===== config.mk =====
export PLATFORM = sky130hd
export DESIGN_NAME = pipe_sched_flat
export DESIGN_NICKNAME = d
export VERILOG_FILES = /design/src/rtl/pipe_sched_if.sv /design/src/rtl/pipe_sched.sv /design/src/flat_wrapper.sv
export SDC_FILE = /design/constraint.sdc
export NUM_CORES = 1
export LEC_CHECK = 0
export ABC_AREA = 1
export CAP_MARGIN = 20
export CELL_PAD_IN_SITES_DETAIL_PLACEMENT = 1
export CELL_PAD_IN_SITES_GLOBAL_PLACEMENT = 2
export CORE_ASPECT_RATIO = 2
export CORE_UTILIZATION = 26
export CTS_CLUSTER_DIAMETER = 80
export CTS_CLUSTER_SIZE = 10
export DETAILED_ROUTE_END_ITERATION = 16
export PLACE_DENSITY = 0.76
export SYNTH_ARGS = -nofsm -noshare
export SYNTH_HDL_FRONTEND = slang
export SYNTH_SLANG_ARGS = --single-unit
export TNS_END_PERCENT = 10

===== constraint.sdc =====
create_clock -name clk -period 1.65 [get_ports clk]
set_input_delay 0.2475 -clock clk [delete_from_list [all_inputs] [get_ports clk]]
set_output_delay 0.2475 -clock clk [all_outputs]
set_load 0.01 [all_outputs]

===== src/rtl/pipe_sched_if.sv =====
// pipe_sched_if: ID-stage decode/hazard inputs and pipeline control outputs of pipe_sched.
interface pipe_sched_if #(parameter int XLEN_REGIDX = 5);
   logic                   dec_valid;
   logic [XLEN_REGIDX-1:0] dec_rs1;
   logic [XLEN_REGIDX-1:0] dec_rs2;
   logic                   dec_use_rs1;
   logic                   dec_use_rs2;
   logic [XLEN_REGIDX-1:0] dec_rd;
   logic                   dec_wr;
   logic                   dec_is_load;
   logic                   br_taken;
   logic                   mem_busy;
   logic                   if_en;
   logic                   id_en;
   logic                   exec_issue;
   logic                   flush;
   logic                   is_fwd_rs1;
   logic                   is_fwd_rs2;
   logic                   fwd_src_rs1;
   logic                   fwd_src_rs2;
   logic [15:0]            stall_cnt;
   modport master (
      output dec_valid, dec_rs1, dec_rs2, dec_use_rs1, dec_use_rs2, dec_rd, dec_wr, dec_is_load,
             br_taken, mem_busy,
      input  if_en, id_en, exec_issue, flush, is_fwd_rs1, is_fwd_rs2, fwd_src_rs1, fwd_src_rs2,
             stall_cnt
   );
   modport slave (
      input  dec_valid, dec_rs1, dec_rs2, dec_use_rs1, dec_use_rs2, dec_rd, dec_wr, dec_is_load,
             br_taken, mem_busy,
      output if_en, id_en, exec_issue, flush, is_fwd_rs1, is_fwd_rs2, fwd_src_rs1, fwd_src_rs2,
             stall_cnt
   );
endinterface


===== src/rtl/pipe_sched.sv =====
// pipe_sched: 5-stage pipeline sequencer deciding issue/hold/flush of the ID instruction
// and producing registered EX-operand forwarding selects.
module pipe_sched #(
   parameter int FLUSH_CYCLES = 2,
   parameter int XLEN_REGIDX  = 5
) (
   input logic         clk,
   input logic         rst,
   pipe_sched_if.slave bus
);
   typedef enum logic [1:0] {RUN, LU_STALL, FLUSH, MEM_WAIT} state_t;
   state_t                 r_state, r_saved, w_st;
   logic [1:0]             r_fcnt;
   logic [XLEN_REGIDX-1:0] r_ex_rd, r_mem_rd;
   logic                   r_ex_wr, r_ex_ld, r_mem_wr;
   logic                   r_fwd1, r_fwd2, r_src1, r_src2;
   logic [15:0]            r_stall_cnt;
   logic                   w_fl, w_hz, w_run, w_issue;
   logic                   w_e1, w_e2, w_m1, w_m2;
   // Release cycle of a freeze behaves as the state that was interrupted.
   assign w_st  = (r_state == MEM_WAIT) ? r_saved : r_state;
   assign w_fl  = !bus.mem_busy && (bus.br_taken || w_st == FLUSH);
   assign w_hz  = bus.dec_valid && r_ex_ld && r_ex_wr && r_ex_rd != '0 &&
                  ((bus.dec_use_rs1 && bus.dec_rs1 == r_ex_rd) ||
                   (bus.dec_use_rs2 && bus.dec_rs2 == r_ex_rd));
   assign w_run   = !bus.mem_busy && !w_fl && !w_hz;
   assign w_issue = w_run && bus.dec_valid;
   assign w_e1 = bus.dec_use_rs1 && bus.dec_rs1 != '0 && r_ex_wr  && r_ex_rd  == bus.dec_rs1;
   assign w_e2 = bus.dec_use_rs2 && bus.dec_rs2 != '0 && r_ex_wr  && r_ex_rd  == bus.dec_rs2;
   assign w_m1 = bus.dec_use_rs1 && bus.dec_rs1 != '0 && r_mem_wr && r_mem_rd == bus.dec_rs1;
   assign w_m2 = bus.dec_use_rs2 && bus.dec_rs2 != '0 && r_mem_wr && r_mem_rd == bus.dec_rs2;
   assign bus.if_en       = rst && !bus.mem_busy && (w_fl || !w_hz);
   assign bus.id_en       = rst && w_run;
   assign bus.exec_issue  = rst && w_issue;
   assign bus.flush       = rst && w_fl;
   assign bus.is_fwd_rs1  = r_fwd1;
   assign bus.is_fwd_rs2  = r_fwd2;
   assign bus.fwd_src_rs1 = r_src1;
   assign bus.fwd_src_rs2 = r_src2;
   assign bus.stall_cnt   = r_stall_cnt;
   always_ff @(posedge clk or negedge rst) begin
      if (!rst) begin
         r_state     <= RUN;
         r_saved     <= RUN;
         r_fcnt      <= '0;
         r_ex_rd     <= '0;
         r_ex_wr     <= 1'b0;
         r_ex_ld     <= 1'b0;
         r_mem_rd    <= '0;
         r_mem_wr    <= 1'b0;
         r_fwd1      <= 1'b0;
         r_fwd2      <= 1'b0;
         r_src1      <= 1'b0;
         r_src2      <= 1'b0;
         r_stall_cnt <= '0;
      end else begin
         if (!w_issue && r_stall_cnt != 16'hFFFF)
            r_stall_cnt <= r_stall_cnt + 16'd1;
         if (bus.mem_busy) begin
            if (r_state != MEM_WAIT)
               r_saved <= r_state;
            r_state <= MEM_WAIT;
         end else begin
            r_mem_rd <= r_ex_rd;
            r_mem_wr <= r_ex_wr;
            r_ex_rd  <= w_issue ? bus.dec_rd : '0;
            r_ex_wr  <= w_issue && bus.dec_wr;
            r_ex_ld  <= w_issue && bus.dec_is_load;
            r_fwd1   <= w_issue && (w_e1 || w_m1);
            r_fwd2   <= w_issue && (w_e2 || w_m2);
            r_src1   <= w_issue && !w_e1 && w_m1;
            r_src2   <= w_issue && !w_e2 && w_m2;
            if (bus.br_taken) begin
               r_fcnt  <= 2'(FLUSH_CYCLES - 1);
               r_state <= (FLUSH_CYCLES > 1) ? FLUSH : RUN;
            end else if (w_st == FLUSH) begin
               r_fcnt  <= r_fcnt - 2'd1;
               r_state <= (r_fcnt > 2'd1) ? FLUSH : RUN;
            end else begin
               r_state <= w_hz ? LU_STALL : RUN;
            end
         end
      end
   end
endmodule


===== src/flat_wrapper.sv =====
// flat-port wrapper written by rule: the top's interface ports become plain ports
module pipe_sched_flat 
#(
   parameter int FLUSH_CYCLES = 2,
   parameter int XLEN_REGIDX  = 5
)
  (clk, rst, bus_dec_valid, bus_dec_rs1, bus_dec_rs2, bus_dec_use_rs1, bus_dec_use_rs2, bus_dec_rd, bus_dec_wr, bus_dec_is_load, bus_br_taken, bus_mem_busy, bus_if_en, bus_id_en, bus_exec_issue, bus_flush, bus_is_fwd_rs1, bus_is_fwd_rs2, bus_fwd_src_rs1, bus_fwd_src_rs2, bus_stall_cnt);
  pipe_sched_if #(.XLEN_REGIDX(XLEN_REGIDX)) bus_i ();
  input logic clk;
  input logic rst;
  input wire logic [$bits(bus_i.dec_valid)-1:0] bus_dec_valid;
  input wire logic [$bits(bus_i.dec_rs1)-1:0] bus_dec_rs1;
  input wire logic [$bits(bus_i.dec_rs2)-1:0] bus_dec_rs2;
  input wire logic [$bits(bus_i.dec_use_rs1)-1:0] bus_dec_use_rs1;
  input wire logic [$bits(bus_i.dec_use_rs2)-1:0] bus_dec_use_rs2;
  input wire logic [$bits(bus_i.dec_rd)-1:0] bus_dec_rd;
  input wire logic [$bits(bus_i.dec_wr)-1:0] bus_dec_wr;
  input wire logic [$bits(bus_i.dec_is_load)-1:0] bus_dec_is_load;
  input wire logic [$bits(bus_i.br_taken)-1:0] bus_br_taken;
  input wire logic [$bits(bus_i.mem_busy)-1:0] bus_mem_busy;
  output wire logic [$bits(bus_i.if_en)-1:0] bus_if_en;
  output wire logic [$bits(bus_i.id_en)-1:0] bus_id_en;
  output wire logic [$bits(bus_i.exec_issue)-1:0] bus_exec_issue;
  output wire logic [$bits(bus_i.flush)-1:0] bus_flush;
  output wire logic [$bits(bus_i.is_fwd_rs1)-1:0] bus_is_fwd_rs1;
  output wire logic [$bits(bus_i.is_fwd_rs2)-1:0] bus_is_fwd_rs2;
  output wire logic [$bits(bus_i.fwd_src_rs1)-1:0] bus_fwd_src_rs1;
  output wire logic [$bits(bus_i.fwd_src_rs2)-1:0] bus_fwd_src_rs2;
  output wire logic [$bits(bus_i.stall_cnt)-1:0] bus_stall_cnt;
  assign bus_i.dec_valid = bus_dec_valid;
  assign bus_i.dec_rs1 = bus_dec_rs1;
  assign bus_i.dec_rs2 = bus_dec_rs2;
  assign bus_i.dec_use_rs1 = bus_dec_use_rs1;
  assign bus_i.dec_use_rs2 = bus_dec_use_rs2;
  assign bus_i.dec_rd = bus_dec_rd;
  assign bus_i.dec_wr = bus_dec_wr;
  assign bus_i.dec_is_load = bus_dec_is_load;
  assign bus_i.br_taken = bus_br_taken;
  assign bus_i.mem_busy = bus_mem_busy;
  assign bus_if_en = bus_i.if_en;
  assign bus_id_en = bus_i.id_en;
  assign bus_exec_issue = bus_i.exec_issue;
  assign bus_flush = bus_i.flush;
  assign bus_is_fwd_rs1 = bus_i.is_fwd_rs1;
  assign bus_is_fwd_rs2 = bus_i.is_fwd_rs2;
  assign bus_fwd_src_rs1 = bus_i.fwd_src_rs1;
  assign bus_fwd_src_rs2 = bus_i.fwd_src_rs2;
  assign bus_stall_cnt = bus_i.stall_cnt;
  pipe_sched #(.FLUSH_CYCLES(FLUSH_CYCLES), .XLEN_REGIDX(XLEN_REGIDX)) u_core (.clk(clk), .rst(rst), .bus(bus_i));
endmodule

Word-level counts from Yosys, hierarchy flattened:

Index checks and enable logic that the tools add are counted.

* bits of input ports: 24
* word-level logic and storage cells: 87
* register bits after elaboration: 39

* mux-type cells: 9
* $lt $le $gt $ge: 1
* bitwise operators: 1
* reduce and logical (&&, ||, !) cells: 51
* add/subtract/negate cells: 2
* eq/ne operators: 10

Operator list (number)
* 1-bit logical AND: 34
* 5-bit == test: 6
* 16-bit by 1-bit adder with 16-bit output, second input constant: 1
* 16-bit != test, second input constant: 1
* 5-bit nonzero test: 3
* 2-bit two-way mux: 7
* 1-bit zero test: 6
* 1-bit logical OR: 5
* 5-bit two-way mux: 1
* 2-bit == test, second input constant: 2
* 2-bit AND reduction: 2
* 2-bit by 1-bit > comparator with 1-bit output, second input constant: 1
* 2-bit != test, second input constant: 1
* 2-bit nonzero test: 1
* 2-bit by 1-bit subtractor with 2-bit output, second input constant: 1
* 1-bit two-way mux: 1
* 1-bit inverter: 1

Depth between registers and ports, before layout:

Gate-level depths: netlist of the first run.

* depth after elaboration: 11
* mapped depth: 12
* mapped depth without buffers: 11

Least setup slack after synthesis of the first run:

OpenSTA, ideal clock, no wires.

* path type: register to register
* start: reg u_core.r_stall_cnt[0], in the netlist u_core.bus.stall_cnt[0]
* end: reg u_core.r_stall_cnt[6], in the netlist u_core.bus.stall_cnt[6]
* period minus slack after synthesis: 1712 ps
* path slack: -62 ps
* cell stages (with the launch flop): 10
* data arrival time: 1595 ps
* cell sequence: dfrtp_1 -> ha_1 -> nand2_1 -> nor2_2 -> nand2_2 -> nor3_4 -> nand4_4 -> buf_2 -> nand3_1 -> nand2_1

* longest elaborated chain between the ends: 2
* elaborated cells between the ends (all ways): 3
* those cells by class: add/sub: 1; eq/ne: 1; reduce/logical: 1

Ends and longest elaborated chain
* start: declaration: line pipe_sched.sv:17 `logic [15:0] r_stall_cnt;`
* start signal: assignment: line pipe_sched.sv:58 `r_stall_cnt <= r_stall_cnt + 16'd1;`
* branches (longest 2 deep; another with 16-bit by 1-bit adder with 16-bit output)

Parallel ways; which one is timed is not known.
A chain may end at the register's enable or synchronous reset.

Final worst setup path of the first run:

* start: reg u_core.r_ex_rd[2]
* end: out bus_if_en

* longest elaborated chain between the ends: 7
* elaborated cells between the ends (all ways): 11
* those cells by class: eq/ne: 2; reduce/logical: 9

Ends and longest elaborated chain
* start: declaration: line pipe_sched.sv:14 `logic [XLEN_REGIDX-1:0] r_ex_rd, r_mem_rd;`
* start signal: assignment: line pipe_sched.sv:66 `r_ex_rd <= w_issue ? bus.dec_rd : '0;`
* 5-bit == test (on tied branches): line pipe_sched.sv:24, pipe_sched.sv:25
* 1-bit logical AND (on tied branches): line pipe_sched.sv:24, pipe_sched.sv:25
* 1-bit logical OR: line pipe_sched.sv:24 `((bus.dec_use_rs1 && bus.dec_rs1 == r_ex_rd) ||`
* 1-bit logical AND (*): line pipe_sched.sv:23 `assign w_hz = bus.dec_valid && r_ex_ld && r_ex_wr && r_ex_rd != '0 &&`
* 1-bit zero test (*): line pipe_sched.sv:32 `assign bus.if_en = rst && !bus.mem_busy && (w_fl || !w_hz);`
* 1-bit logical OR (*): line pipe_sched.sv:32
* 1-bit logical AND (*): line pipe_sched.sv:32
* end: declaration: line flat_wrapper.sv:21 `output wire logic [$bits(bus_i.if_en)-1:0] bus_if_en;`

Every way passes the cells marked *; elsewhere a longest branch is shown, timed or not.

==> flow_summary.yaml, run 1 <==
critical_path:
  max_stage_delay_ns: 0.40
  cp_max_fo: 4
  reg2reg_setup_slack_ns: -0.21
  crit_family: "simple AND/OR/NAND/NOR gates"
  reg2reg_to: "u_core.bus.stall_cnt[14]"
  start_kind: "register"
  crit_buf_inv: 3
  r2r-start: "u_core.r_ex_rd[2]"
  critical_path_required_ns: 1.40
  rr_worst_depth: 13
  end_kind: "primary output"
  cpMaxStageDelayCell: "dfrtp_1"
  path_cells: "buf_6, nand2_1, nand2_2, nor2_4, nand4_1, nand2_1, nand2_2, o211ai_1, inv_1, buf_2"
  crit_path_end: "bus_if_en"
  critPathKind: "reg -> out"
  crit_cells: 10
  critPathLaunch: "u_core.r_ex_rd[2]"
  crit_arrival_ns: 1.78
worst_hold_path:
  hold_path_class: "in -> async"
detailed_routing:
  ant_nets: 0
  wl_per_cell_um: 16.29
  drc: 0
  vias: 2494
  drt-initial-drc-count: 101
  wl_um: 8620
  via_per_inst: 4.715
  first_pass_iters: 4
clock_tree:
  numCtsBuffers: 5
  cts_tree: "done"
  htree_num_levels: 2
  cts_buffer_depth: 2
  root_buffer: "clkbuf_16"
  clk_latency_ns: 0.29
  clk_pin_slew_ns: 0.06
  clock_sinks: 39
power:
  p_clk_share_pct: 28.0
  ir_worst_vdd_v: 0.0004820
  power_leakage_nw: 1.862
  p_int_mw: 2.280
  p_sw_mw: 1.095
  swShare_pct: 32.44
  p_seq_share_pct: 35.9
  pwr-share-comb_pct: 36.1
  power.density_nw_per_um2: 914.2
yosys:
  ys.flop_type: "dfrtp_1"
  synth_edf_count: 0
  synth_nets: 339
  async_reset_ff_share_pct: 100.0
  synth_seq_cells: 39
  netlist_area_um2: 2328
  synth_top_area_share_pct: 41.91
  synth_top_cell_by_area: "dfrtp_1"
  synthCells: 313
  synth_cell_types: 28
  avgSynthCellArea_um2: 7.439
  synth_area_leaders: "dfrtp_1, nand2_1, nand3_1"
  seq_area_frac_synth_pct: 41.91
  yosysWarnings: 0
sta:
  hold_viol_final: 0
  post-route-min-period_ns: 2.031
  slew_headroom_pct: 72.93
  rsz0062_at_grt: "yes"
  final_max_slew_viol_count: 0
  fin_worst_skew_ns: 0.004126
  clock.fmax_mhz: 492.4
  fin_ws_ns: -0.3810
  timing.final.crit_share_pct: 123.1
  setup_viol: 31
  tightest_slew_ns: 0.4060
  finalSetupTns_ns: -5.075
placed_design:
  io_buffers: 47
  gp_congestion: 0.8382
  dpl_cell_area_um2: 3319
  hpwl_um: 6576
grt:
  grt_antenna_before_repair: 0
  grt_pass1_vias: 2774
  grt_pass1_wl_um: 13370
  gr-total-overflow: 0
  grt_use_total_pct: 20.10
  grt_max_degree: 30
final_layout:
  n_antenna_cell: 0
  areaGrowthSynthToFinish_pct: 58.57
  layout_commonest_cell: "nand2_1"
  fin_nets: 454
  final_cell_mix: "nand2_1, buf_4, dfrtp_1"
  fin_area_um2: 3692
  fin_util_pct: 42.69
  drive_above_1_share_pct: 27.74
floorplanning:
  die_h_um: 135.8
  initial_core_util_pct: 26.92
  io_pins: 48
  num_rows: 48
  fp.dieW_um: 68.92
  coreArea_um2: 8648
  dieArea_um2: 9361
outcome:
  failed_checks: "negative setup slack"
  status: "finished with violations"
flow_run:
  drv_cap: 0
[through the flow]
stage,hold slack [ns],worst slack (ns),total power [mW],std cells
2_1_floorplan,-0.04809,-0.04918,1.717,313
5_1_grt,0.1220,-0.4601,3.583,529
6_report,0.08809,-0.3810,3.375,529
3_5_place_dp,0.08961,-0.9031,2.401,511
4_1_cts,0.1044,-0.3791,3.400,526
3_3_place_gp,0.09349,-0.8392,2.370,511
[worst min-delay path by stage]
| stage | cells after the start | startpoint | endpoint | slack [ns] |
|---|---|---|---|---|
| finish | 2 | rst | u_core.bus.stall_cnt[3] | 0.09 |
| global route | 2 | rst | u_core.bus.stall_cnt[5] | 0.12 |
| CTS | 2 | rst | u_core.r_mem_rd[4] | 0.10 |
| detailed placement | 1 | rst | u_core.bus.stall_cnt[12] | 0.09 |
| global placement | 1 | rst | u_core.bus.stall_cnt[12] | 0.09 |
| floorplan | 0 | rst | u_core.bus.fwd_src_rs1 | -0.05 |
[power groups by stage]
stage	clock network [mW]	logic, mW	registers, mW
floorplan	0	0.441	1.28
finish	0.946	1.22	1.21
CTS	0.974	1.21	1.21
global placement	0	1.15	1.22
global route	1.00	1.34	1.24
detailed placement	0	1.17	1.23
[synth_stat cells (5+ instances only)]
cell and instances:
o21ai_0 14, o22ai_1 6, nand4_1 5, nand3_1 28, nand2_1 105, inv_1 33, nor2_1 26, dfrtp_1 39
xnor2_1 10, xor2_1 13, nor3_1 6
[worst register-to-register path, delay by kind of cell (launching register included)]
family                 cells  cell delay, ns
buffers and inverters      4            0.61
AND/OR/NAND/NOR            9            0.78
flip-flops                 1            0.40
[cells by family (layout without fill, tap and decap cells)]
group	after synthesis	after routing	share of synthesized area (%)
adder cells (fa/ha/maj)	2	2	1.075
AND/OR/NAND/NOR	179	179	34.18
XOR/XNOR	23	23	8.651
buffers and inverters	43	159	7.415
AO/OA/AOI/OAI	26	26	6.287
flip-flops	39	39	41.91
multiplexers	1	1	0.4836
[cell type report]
type                            count  area [um^2]
Fill cell                        1060         4956
Multi-Input combinational cell    231         1304
Timing Repair Buffer              115         1008
Sequential cell                    39        977.2
Inverter                           36        140.1
Clock buffer                        7        132.6
Tap cell                          100        125.1
Clock inverter                      1        5.005
[sequential cells by signal, indices dropped and copies added (netlist names)]
| name | flops |
|---|---|
| u_core.bus.stall_cnt | 16 |
| u_core.r_ex_rd | 5 |
| u_core.r_mem_rd | 5 |
| u_core.r_fcnt | 2 |
| u_core.r_saved | 2 |
| u_core.r_state | 2 |
| u_core.bus.fwd_src_rs1 | 1 |
| u_core.bus.fwd_src_rs2 | 1 |
| u_core.bus.is_fwd_rs1 | 1 |
| u_core.bus.is_fwd_rs2 | 1 |
| u_core.r_ex_ld | 1 |
| u_core.r_ex_wr | 1 |
| u_core.r_mem_wr | 1 |
[per-layer routing]
metal | GRT usage, % | wire, um | up-vias
li1 | - | - | 1224
met1 | 18.24 | 2866 | 1193
met2 | 38.94 | 5159 | 56
met3 | 3.104 | 246 | 21
met4 | 11.11 | 347 | 0
met5 | 0 | 0 | -
[repair_timing]
action,4_1_cts,5_1_grt
hold buffers,2,0
endpoints found under the hold margin,2,0
gates resized for setup,35,38
buffers inserted,5,4
setup endpoints to repair,31,31
pin swaps,10,14
No activity file was read; power rests on OpenSTA's default activity.
==> run 2, diff against run 1 <==
CORE_UTILIZATION = 32   (was 26)
DONT_BUFFER_PORTS = 1   (was not set)
PLACE_DENSITY = 0.75   (was 0.76)
SKIP_CTS_REPAIR_TIMING = 1   (was not set)
==> run 2 against run 1 <==
  * The flow still finishes with violations (negative setup slack)
  * Critical path type unchanged
  * Sequential share of layout area rose by 5.4 points
  * Fmax decreased by 0.22%
  * Largest power group is now registers
  * Critical endpoint is now bus_exec_issue
  * Die area shrank 18%
==> flow_summary.yaml, run 2 (synthesis results as in run 1) <==
critical_path:
  critPathKind: "reg -> out"
  critical_path_required_ns: 1.40
  end_kind: "primary output"
  critPathLaunch: "u_core.r_ex_rd[3]"
  crit_arrival_ns: 1.79
  r2r-start: "u_core.r_ex_rd[3]"
  start_kind: "register"
  cp_max_fo: 3
placed_design:
  io_buffers: 0
  hpwl_um: 5656
  gp_congestion: 0.8217
  preCtsSetupSlack_ns: -0.1693
power:
  ir_worst_vdd_v: 0.001022
  power.density_nw_per_um2: 1076
  power_leakage_nw: 1.553
final_layout:
  largest_reg_flops: 16
  layout_commonest_cell: "nand2_1"
  final_cell_mix: "nand2_1, dfrtp_1, buf_4"
  drive_above_1_share_pct: 21.91
  fin_nets: 381
  areaGrowthSynthToFinish_pct: 31.49
  n_antenna_cell: 0
sta:
  finalSetupTns_ns: -4.340
  rsz0062_at_grt: "yes"
  tightest_slew_ns: 0.3229
  timing.hold.ws_ns: 0.06532
  hold_viol_final: 0
  post-route-min-period_ns: 2.036
  final_max_slew_viol_count: 0
  setup_viol: 30
  slew_headroom_pct: 78.20
  clock.fmax_mhz: 491.3
  fin_worst_skew_ns: 0.003798
  fin_ws_ns: -0.3855
  timing.final.crit_share_pct: 123.4
floorplanning:
  num_rows: 43
  coreArea_um2: 6994
  dieArea_um2: 7642
  die_h_um: 122.6
  io_pins: 48
  initial_core_util_pct: 33.29
  fp.dieW_um: 62.32
outcome:
  failed_checks: "negative setup slack"
  status: "finished with violations"
detailed_routing:
  first_pass_iters: 4
  vias: 2222
  drc: 0
  via_per_inst: 4.982
  wl_per_cell_um: 17.15
  wl_um: 7648
  ant_nets: 0
  drt-initial-drc-count: 48
worst_hold_path:
  hold_path_class: "in -> reg"
  worstHoldStart: "bus_mem_busy"
grt:
  grt_antenna_before_repair: 0
  grt_pass1_vias: 2472
  grt_max_degree: 42
  grt_use_total_pct: 20.89
  gr-total-overflow: 0
  grt_pass1_wl_um: 11900
clock_tree:
  htree_num_levels: 2
  numCtsBuffers: 5
  clk_latency_ns: 0.28
  cts_buffer_depth: 2
  cts_tree: "done"
  clk_pin_slew_ns: 0.06
  root_buffer: "clkbuf_16"
  clock_sinks: 39
flow_run:
  drv_cap: 0
==> run 2: power breakdown <==
part	internal (mW)	leakage, nW	total (mW)	switching (mW)
clock network	0.752	0.0868	1.15	0.399
registers	1.09	0.514	1.20	0.110
logic	0.407	0.952	0.940	0.534
==> run 2: worst paths after layout <==
| path | to | slack, ns | cells past startpoint |
|---|---|---|---|
| setup / recovery | bus_exec_issue | -0.39 | 10 |
| hold reg to reg | u_core.r_ex_ld | 0.49 | 2 |
| max in group asynchronous | u_core.bus.stall_cnt[8] | 1.00 | 2 |
| setup reg to reg | u_core.bus.stall_cnt[2] | -0.17 | 13 |
| hold / removal | u_core.r_mem_rd[3] | 0.07 | 1 |
| min in group asynchronous | u_core.bus.stall_cnt[3] | 0.45 | 2 |
==> run 2: cell type report <==
type,count,area (um^2)
Sequential cell,39,975.9
Fill cell,877,3933
Clock inverter,2,35.03
Timing Repair Buffer,42,381.6
Tap cell,90,112.6
Clock buffer,6,138.9
Multi-Input combinational cell,231,1282
Inverter,36,135.1
==> run 2: metal layers <==
layer,up-vias,track usage [%],wire length [um]
met3,9,4.926,295
met1,1091,18.24,2513
met2,46,44.57,4701
li1,1076,-,-
met4,0,6.686,138
met5,-,0,0
==> run 2: through the flow <==
step                power (mW)  cells  util (%)  area, um^2
finish                   3.295    446     43.77        3062
global route             3.467    446     43.77        3062
CTS                      3.267    440     41.11        2875
detailed placement       2.098    432     38.62        2701
global placement         2.064    432     38.62        2701
floorplan                1.717    313         -        2333
==> run 2: worst max-delay path, cell delays in order, from the launching register on <==
cell	delay, ns
dfrtp_1	0.40
buf_4	0.15
nor3_4	0.18
nand3_1	0.11
nand4_1	0.09
inv_1	0.05
nand2_2	0.08
buf_4	0.12
nand3_4	0.08
nor2_1	0.12
buf_4	0.13
